`src/rtl/irom_port_arbiter_if.sv`:
```
// Bus bundle between the instruction ROM arbiter, its two requesters
// (fetch port F, data/debug port D) and the single-port ROM.
//   slave  : arbiter view (takes requests and ROM data, drives grants,
//            responses and the ROM word address)
//   master : requester/ROM view (the opposite directions)
interface irom_port_arbiter_if #(
  parameter int ADDR_W  = 32,
  parameter int IROM_AW = 10,
  parameter int DATA_W  = 32
);
  logic               f_req;
  logic [ADDR_W-1:0]  f_addr;
  logic               f_gnt;
  logic               f_rvalid;
  logic [DATA_W-1:0]  f_rdata;

  logic               d_req;
  logic [ADDR_W-1:0]  d_addr;
  logic               d_gnt;
  logic               d_rvalid;
  logic [DATA_W-1:0]  d_rdata;
  logic               d_err;

  logic [IROM_AW-1:0] irom_addr;
  logic [DATA_W-1:0]  irom_dout;

  modport slave (
    input  f_req, f_addr, d_req, d_addr, irom_dout,
    output f_gnt, f_rvalid, f_rdata,
    output d_gnt, d_rvalid, d_rdata, d_err,
    output irom_addr
  );

  modport master (
    output f_req, f_addr, d_req, d_addr, irom_dout,
    input  f_gnt, f_rvalid, f_rdata,
    input  d_gnt, d_rvalid, d_rdata, d_err,
    input  irom_addr
  );
endinterface

```
`src/rtl/irom_port_arbiter.sv`:
```
// Arbiter/sequencer for the single-port synchronous instruction ROM.
// Fetch (F) normally wins; data/debug (D) wins when F is idle or after it
// has been denied MAX_WAIT consecutive cycles. One access per cycle, read
// data returned exactly one cycle after the grant.
// Ports:
//   clk   : single clock, rising edge
//   rst_n : synchronous active-low reset
//   bus   : irom_port_arbiter_if.slave (requests, grants, responses,
//           ROM word address and ROM read data)
module irom_port_arbiter #(
  parameter int          ADDR_W    = 32,
  parameter int          IROM_AW   = 10,
  parameter int          DATA_W    = 32,
  parameter logic [31:0] BASE_ADDR = 32'h0000_0000,
  parameter int          MAX_WAIT  = 4
) (
  input logic                clk,
  input logic                rst_n,
  irom_port_arbiter_if.slave bus
);

  logic [ADDR_W-1:0]  f_off;
  logic [ADDR_W-1:0]  d_off;
  logic [IROM_AW-1:0] f_idx;
  logic [IROM_AW-1:0] d_idx;
  logic               d_error;
  logic               starve;
  logic               f_gnt_c;
  logic               d_gnt_c;
  logic [IROM_AW-1:0] addr_c;
  logic [IROM_AW-1:0] addr_q;
  logic [3:0]         wait_cnt;
  logic               f_rvalid_q;
  logic               d_rvalid_q;
  logic               d_err_q;
  logic               unused_bits;

  // Offsets wrap modulo 2^ADDR_W, so addresses below BASE_ADDR land far out
  // of range for D and alias into the ROM for F.
  assign f_off   = bus.f_addr - BASE_ADDR[ADDR_W-1:0];
  assign d_off   = bus.d_addr - BASE_ADDR[ADDR_W-1:0];
  assign f_idx   = f_off[IROM_AW+1:2];
  assign d_idx   = d_off[IROM_AW+1:2];
  assign d_error = (bus.d_addr[1:0] != 2'b00) ||
                   (d_off[ADDR_W-1:IROM_AW+2] != '0);

  // Fetch has no range check, so its upper offset bits are dropped.
  assign unused_bits = &{1'b0, f_off[ADDR_W-1:IROM_AW+2], f_off[1:0], d_off[1:0]};

  assign starve  = (wait_cnt == 4'(MAX_WAIT));
  assign d_gnt_c = rst_n && bus.d_req && (starve || !bus.f_req);
  assign f_gnt_c = rst_n && bus.f_req && !d_gnt_c;

  // The address follows a grant in the same cycle; otherwise (idle or an
  // erroring D access) it holds so the ROM output stays stable.
  always_comb begin
    addr_c = addr_q;
    if (f_gnt_c)
      addr_c = f_idx;
    else if (d_gnt_c && !d_error)
      addr_c = d_idx;
  end

  always_ff @(posedge clk) begin
    if (!rst_n) begin
      addr_q     <= '0;
      wait_cnt   <= '0;
      f_rvalid_q <= 1'b0;
      d_rvalid_q <= 1'b0;
      d_err_q    <= 1'b0;
    end else begin
      addr_q     <= addr_c;
      f_rvalid_q <= f_gnt_c;
      d_rvalid_q <= d_gnt_c;
      d_err_q    <= d_gnt_c && d_error;
      if (bus.d_req && !d_gnt_c) begin
        if (!starve)
          wait_cnt <= wait_cnt + 4'd1;
      end else begin
        wait_cnt <= '0;
      end
    end
  end

  assign bus.f_gnt     = f_gnt_c;
  assign bus.d_gnt     = d_gnt_c;
  assign bus.irom_addr = addr_c;
  assign bus.f_rvalid  = f_rvalid_q;
  assign bus.d_rvalid  = d_rvalid_q;
  assign bus.d_err     = d_err_q;
  assign bus.f_rdata   = f_rvalid_q ? bus.irom_dout : '0;
  assign bus.d_rdata   = (d_rvalid_q && !d_err_q) ? bus.irom_dout : '0;

endmodule

```
`src/flat_wrapper.sv`:
```
// flat-port wrapper written by rule: the top's interface ports become plain ports
module irom_port_arbiter_flat 
#(
  parameter int          ADDR_W    = 32,
  parameter int          IROM_AW   = 10,
  parameter int          DATA_W    = 32,
  parameter logic [31:0] BASE_ADDR = 32'h0000_0000,
  parameter int          MAX_WAIT  = 4
)
  (clk, rst_n, bus_f_req, bus_f_addr, bus_d_req, bus_d_addr, bus_irom_dout, bus_f_gnt, bus_f_rvalid, bus_f_rdata, bus_d_gnt, bus_d_rvalid, bus_d_rdata, bus_d_err, bus_irom_addr);
  irom_port_arbiter_if #(.ADDR_W(ADDR_W), .IROM_AW(IROM_AW), .DATA_W(DATA_W)) bus_i ();
  input logic clk;
  input logic rst_n;
  input wire logic [$bits(bus_i.f_req)-1:0] bus_f_req;
  input wire logic [$bits(bus_i.f_addr)-1:0] bus_f_addr;
  input wire logic [$bits(bus_i.d_req)-1:0] bus_d_req;
  input wire logic [$bits(bus_i.d_addr)-1:0] bus_d_addr;
  input wire logic [$bits(bus_i.irom_dout)-1:0] bus_irom_dout;
  output wire logic [$bits(bus_i.f_gnt)-1:0] bus_f_gnt;
  output wire logic [$bits(bus_i.f_rvalid)-1:0] bus_f_rvalid;
  output wire logic [$bits(bus_i.f_rdata)-1:0] bus_f_rdata;
  output wire logic [$bits(bus_i.d_gnt)-1:0] bus_d_gnt;
  output wire logic [$bits(bus_i.d_rvalid)-1:0] bus_d_rvalid;
  output wire logic [$bits(bus_i.d_rdata)-1:0] bus_d_rdata;
  output wire logic [$bits(bus_i.d_err)-1:0] bus_d_err;
  output wire logic [$bits(bus_i.irom_addr)-1:0] bus_irom_addr;
  assign bus_i.f_req = bus_f_req;
  assign bus_i.f_addr = bus_f_addr;
  assign bus_i.d_req = bus_d_req;
  assign bus_i.d_addr = bus_d_addr;
  assign bus_i.irom_dout = bus_irom_dout;
  assign bus_f_gnt = bus_i.f_gnt;
  assign bus_f_rvalid = bus_i.f_rvalid;
  assign bus_f_rdata = bus_i.f_rdata;
  assign bus_d_gnt = bus_i.d_gnt;
  assign bus_d_rvalid = bus_i.d_rvalid;
  assign bus_d_rdata = bus_i.d_rdata;
  assign bus_d_err = bus_i.d_err;
  assign bus_irom_addr = bus_i.irom_addr;
  irom_port_arbiter #(.ADDR_W(ADDR_W), .IROM_AW(IROM_AW), .DATA_W(DATA_W), .BASE_ADDR(BASE_ADDR), .MAX_WAIT(MAX_WAIT)) u_core (.clk(clk), .rst_n(rst_n), .bus(bus_i));
endmodule
```
`config.mk`:
```
export PLATFORM = sky130hd
export DESIGN_NAME = irom_port_arbiter_flat
export DESIGN_NICKNAME = d
export VERILOG_FILES = /design/src/rtl/irom_port_arbiter_if.sv /design/src/rtl/irom_port_arbiter.sv /design/src/flat_wrapper.sv
export SDC_FILE = /design/constraint.sdc
export NUM_CORES = 1
export LEC_CHECK = 0
export CAP_MARGIN = 20
export CORE_MARGIN = 4
export CORE_UTILIZATION = 28
export DETAILED_ROUTE_END_ITERATION = 10
export PLACE_DENSITY = 0.9
export SYNTH_ARGS = -nofsm -noshare
export SYNTH_HDL_FRONTEND = slang
export SYNTH_SLANG_ARGS = --single-unit
```
`constraint.sdc`:
```
create_clock -name clk -period 5.48 [get_ports clk]
set_clock_uncertainty 0.15 [all_clocks]
set_input_delay 1.096 -clock clk [delete_from_list [all_inputs] [get_ports clk]]
set_output_delay 1.096 -clock clk [all_outputs]
set_load 0.01 [all_outputs]
```
* Word level (Yosys, flattened, before mapping) *
Index checks and enable logic that the tools add are counted.

word-level totals
  input port bits = 100
  bits in registers = 17
  output and inout bits = 79

cells by class
  equal/unequal tests = 1
  multiplexer cells = 4
  reductions and logical operators = 17
  $add $sub $neg = 1

operator list
  kind                                                                    count
  32-bit two-way mux                                                      2
  10-bit two-way mux                                                      2
  20-bit nonzero test                                                     1
  1-bit logical AND                                                       8
  4-bit by 1-bit adder with 4-bit output (second input constant)          1
  4-bit by 3-bit equality test with 1-bit output (second input constant)  1
  1-bit logical NOT                                                       4
  1-bit logical OR                                                        2
  2-bit AND reduction                                                     1
  2-bit nonzero test                                                      1

* Depth between registers and ports, before layout *
  depth in word-level cells = 6
  mapped depth = 8
  depth with buffers taken out = 7

* Worst setup path before layout *
OpenSTA, ideal clock, no wires.

  path kind = input-to-output
  start = input port bus_d_addr[17]
  end = output port bus_irom_addr[1]
  data required time = 4234 ps
  stages on the path = 5
  setup slack = 1724 ps
  arrival = 2510 ps
  path buffers = 1
  cells stage by stage = or4_4 > a2111o_1 > nor2_4 > buf_4 > o211ai_1

on the way
  cells in the longest elaborated chain, start to end = 6

RTL lines
  what                 line                     RTL
  from (decl)          flat_wrapper.sv:17       input wire logic [$bits(bus_i.d_addr)-1:0] bus_d_addr;
  20-bit nonzero test  irom_port_arbiter.sv:45  (d_off[ADDR_W-1:IROM_AW+2] != '0);
  1-bit logical OR     irom_port_arbiter.sv:44  assign d_error = (bus.d_addr[1:0] != 2'b00) ||
  1-bit logical NOT    irom_port_arbiter.sv:60  else if (d_gnt_c && !d_error)
  1-bit logical AND    irom_port_arbiter.sv:60
  10-bit two-way mux   irom_port_arbiter.sv:60
  10-bit two-way mux   irom_port_arbiter.sv:58  if (f_gnt_c)
  to (decl)            flat_wrapper.sv:26       output wire logic [$bits(bus_i.irom_addr)-1:0] bus_irom_addr;

No other way between the ends.

* Worst setup path after layout *
  start = input port bus_d_addr[17]
  end = output port bus_irom_addr[3]

Same word-level chain as after synthesis.

==> results.py <==
metrics = {
    "route": {
        "drt_iter0_drc": 30,
        "routedWlPerCell_um": 13.8,
        "drt-total-wl_um": 5560,
        "routed-via-count": 1891,
        "firstDrtPassIters": 4,
        "drt-vias-per-instance": 4.69,
        "detail-route-antenna-nets": 0,
        "drc_errors": 0,
    },
    "synthesis": {
        "yosys-top-cells-count": "64 x and2_1, 18 x nand2_1, 17 x dfxtp_1, 17 x o211ai_1",
        "synth_area_leaders": "and2_1 29%, dfxtp_1 25%, o211ai_1 9.3%, nand4_1 5.4%, nand2_1 4.9%",
        "ys_ff_latch": 17,
        "synth_area_per_cell_sq_um": 7.41,
        "synth-edff-count": 0,
        "ys_warn_count": 0,
        "yosysTopAreaCell": "and2_1",
        "synth_fp_nets": 288,
        "synth.yosys.seq_area_share_pct": 24.7,
        "synth_flop_cell": "dfxtp_1",
        "yosysUniqueCellTypes": 27,
        "synth.most_common_cell": "and2_1",
        "mappedNetlistArea_sq_um": 1380,
        "synthCells": 186,
        "synth_top_area_share_pct": 29.1,
        "async_reset_ff_share_pct": 0,
    },
    "cts": {
        "path_clk_slew_ns": 0.06,
        "post_cts_buffers": 0,
        "tritoncts": "yes",
        "clock_tree.root_cell": "clkbuf_8",
        "clkSinkCount": 17,
        "htree_levels": 1,
        "clk_latency_ns": 0.25,
        "cts_hold_buf": 0,
        "clk_path_buf_depth": 2,
        "cts_resized": 0,
        "numCtsBuffers": 3,
    },
    "worst_setup_path": {
        "endpoint_kind": "output port",
        "critPathKind": "input pin to output port",
        "cp_num_buf_inv": 2,
        "worstReg2RegStart": "u_core.wait_cnt[0]$_SDFFE_PN0N_",
        "ff2ff_setup_slack_ns": 3.09,
        "start_kind": "input pin",
        "cp_top_family": "buffers and inverters",
        "crit_chain": "clkdlybuf4s50_1 > or4_4 > a2111oi_4 > nand4_1 > o211ai_1 > clkdlybuf4s50_1",
        "cp.arrival_ns": 3.63,
        "crit_slowest_cell": "a2111oi_4",
        "r2r_cells": 7,
        "cp_max_fo": 10,
        "r2r_end": "u_core.addr_q[0]$_SDFF_PN0_",
        "cp_slowest_stage_delay_ns": 0.62,
        "cp_common_cell": "clkdlybuf4s50_1",
        "critPathRequiredTime_ns": 4.23,
    },
    "place": {
        "dp.cells": 399,
        "port_buffers": 156,
        "placed_area_sq_um": 2990,
        "place_congestion": 0.765,
        "post-dp-hpwl_um": 4700,
    },
    "flow_run": {
        "cap_viol_max_count": 0,
    },
    "worst_hold_path": {
        "whs_path_depth": 2,
        "min-delay-start": "u_core.addr_q[2]$_SDFF_PN0_",
        "min_path_type": "flip-flop to flip-flop",
        "min_to": "u_core.addr_q[2]$_SDFF_PN0_",
    },
    "cells_and_area": {
        "nets": 439,
        "layout-drive-gt1-share_pct": 3.27,
        "area_delta_synth_final_pct": 121,
        "design_area_sq_um": 3040,
        "antenna_cells": 0,
        "final_cells": 403,
    },
    "die": {
        "die_area_sq_um": 6110,
        "die_w_um": 78.1,
        "io_pins": 179,
        "rows": 25,
        "start_util_pct": 29.0,
        "core_area_sq_um": 4750,
        "die_y_um": 78.1,
    },
    "sta": {
        "rsz0062_at_grt": "false",
        "clock.fmax_mhz": 205,
        "setup_viol": 0,
        "slew_viol_final": 0,
        "hold_viol_final": 0,
        "tightestPinTransition_ns": 0.767,
        "slew_headroom_pct": 48.8,
        "fin_crit_ns": 4.88,
        "fin_crit_sh_pct": 89.1,
        "fin_setup_tns_ns": 0,
    },
    "outcome": {
        "status": "finished, final reports clean",
    },
    "global_route": {
        "grt_start_max_net_pins": 34,
        "grt_first_pass_wirelength_um": 8650,
        "gr-usage-all-layers_pct": 17.4,
        "gr-total-overflow": 0,
        "antenna_found_initial": 0,
        "grt_pass1_vias": 1842,
    },
    "pwr": {
        "p_leak_nw": 1.10,
        "peakVddDrop_mv": 0.0800,
        "power_density_nw_per_um2": 126,
    },
}
[layout make-up]
type                       count  area [sq um]
inverter                       6          22.5
fill                         441          1720
multi-input combinational    150           962
timing repair buffer         159          1580
sequential                    17           340
tap                           67          83.8
clock buffer                   4          45.0
[state kept, by name (all words and copies together), names as in the netlist]
signal and count:
u_core.addr_q 10, u_core.bus.d_err 1, u_core.bus.d_rvalid 1, u_core.bus.f_rvalid 1, u_core.wait_cnt 4
[logic make-up (layout without fill, tap and decap cells)]
kind of cell | Yosys count | count (layout) | synth area share [%]
XOR/XNOR | 2 | 2 | 1.27
flip-flops | 17 | 17 | 24.7
adder cells (fa/ha/maj) | 2 | 2 | 1.82
AO/OA/AOI/OAI | 25 | 25 | 14.8
buffers and inverters | 19 | 169 | 5.45
AND/OR/NAND/NOR | 121 | 121 | 52.0
[worst max path at each step]
stage,from,endpoint,slack (ns),cells past startpoint
2_1_floorplan,bus_d_addr[17],bus_irom_addr[1],1.72,5
3_3_place_gp,bus_d_addr[17],bus_irom_addr[6],0.63,6
3_5_place_dp,bus_d_addr[17],bus_irom_addr[3],0.58,6
4_1_cts,bus_d_addr[17],bus_irom_addr[0],0.58,6
5_1_grt,bus_f_req,bus_irom_addr[2],0.40,6
6_report,bus_d_addr[17],bus_irom_addr[3],0.60,6
[worst register-to-register path, delay by kind of cell, from the launching register on]
| kind | cells | cell delay (ns) |
|---|---|---|
| simple gates | 3 | 0.74 |
| buf+inv | 2 | 0.62 |
| compound gates | 1 | 0.19 |
| flops | 1 | 0.38 |
| fa+ha+maj | 1 | 0.25 |
[power by group]
part           switching (mW)  internal (mW)  total [mW]
clock                  0.0424         0.0516      0.0940
sequential            0.00516          0.130       0.135
combinational          0.0512          0.102       0.153
[metal layers]
metal	track usage [%]	up-vias	part of all wire [%]
met5	0	-	0
met4	5.24	0	1.5
met3	4.01	9	9.3
met2	34.8	102	54
met1	17.6	832	36
li1	-	948	-
[through the flow]
step	total power [mW]	setup slack [ns]	hold slack (ns)	util [%]
2_1_floorplan	0.182	1.72	0.280	-
3_3_place_gp	0.289	0.634	0.295	62.9
3_5_place_dp	0.292	0.584	0.333	62.9
4_1_cts	0.387	0.576	0.349	63.9
5_1_grt	0.402	0.404	0.369	63.9
6_report	0.382	0.600	0.345	63.9
[cells in the final DEF, fill, tap and decap left out, types with 2 or more instances in the layout]
cell type,n
a31oi_1,3
clkdlybuf4s50_1,156
nand3_1,12
nand4_1,12
ha_1,2
dfxtp_1,17
o211ai_1,17
and2_1,64
a21oi_1,2
clkbuf_8,3
nor4_1,4
inv_1,6
nand2_1,18
buf_4,3
nor2_1,4
Power figures use the tool's default switching activity.
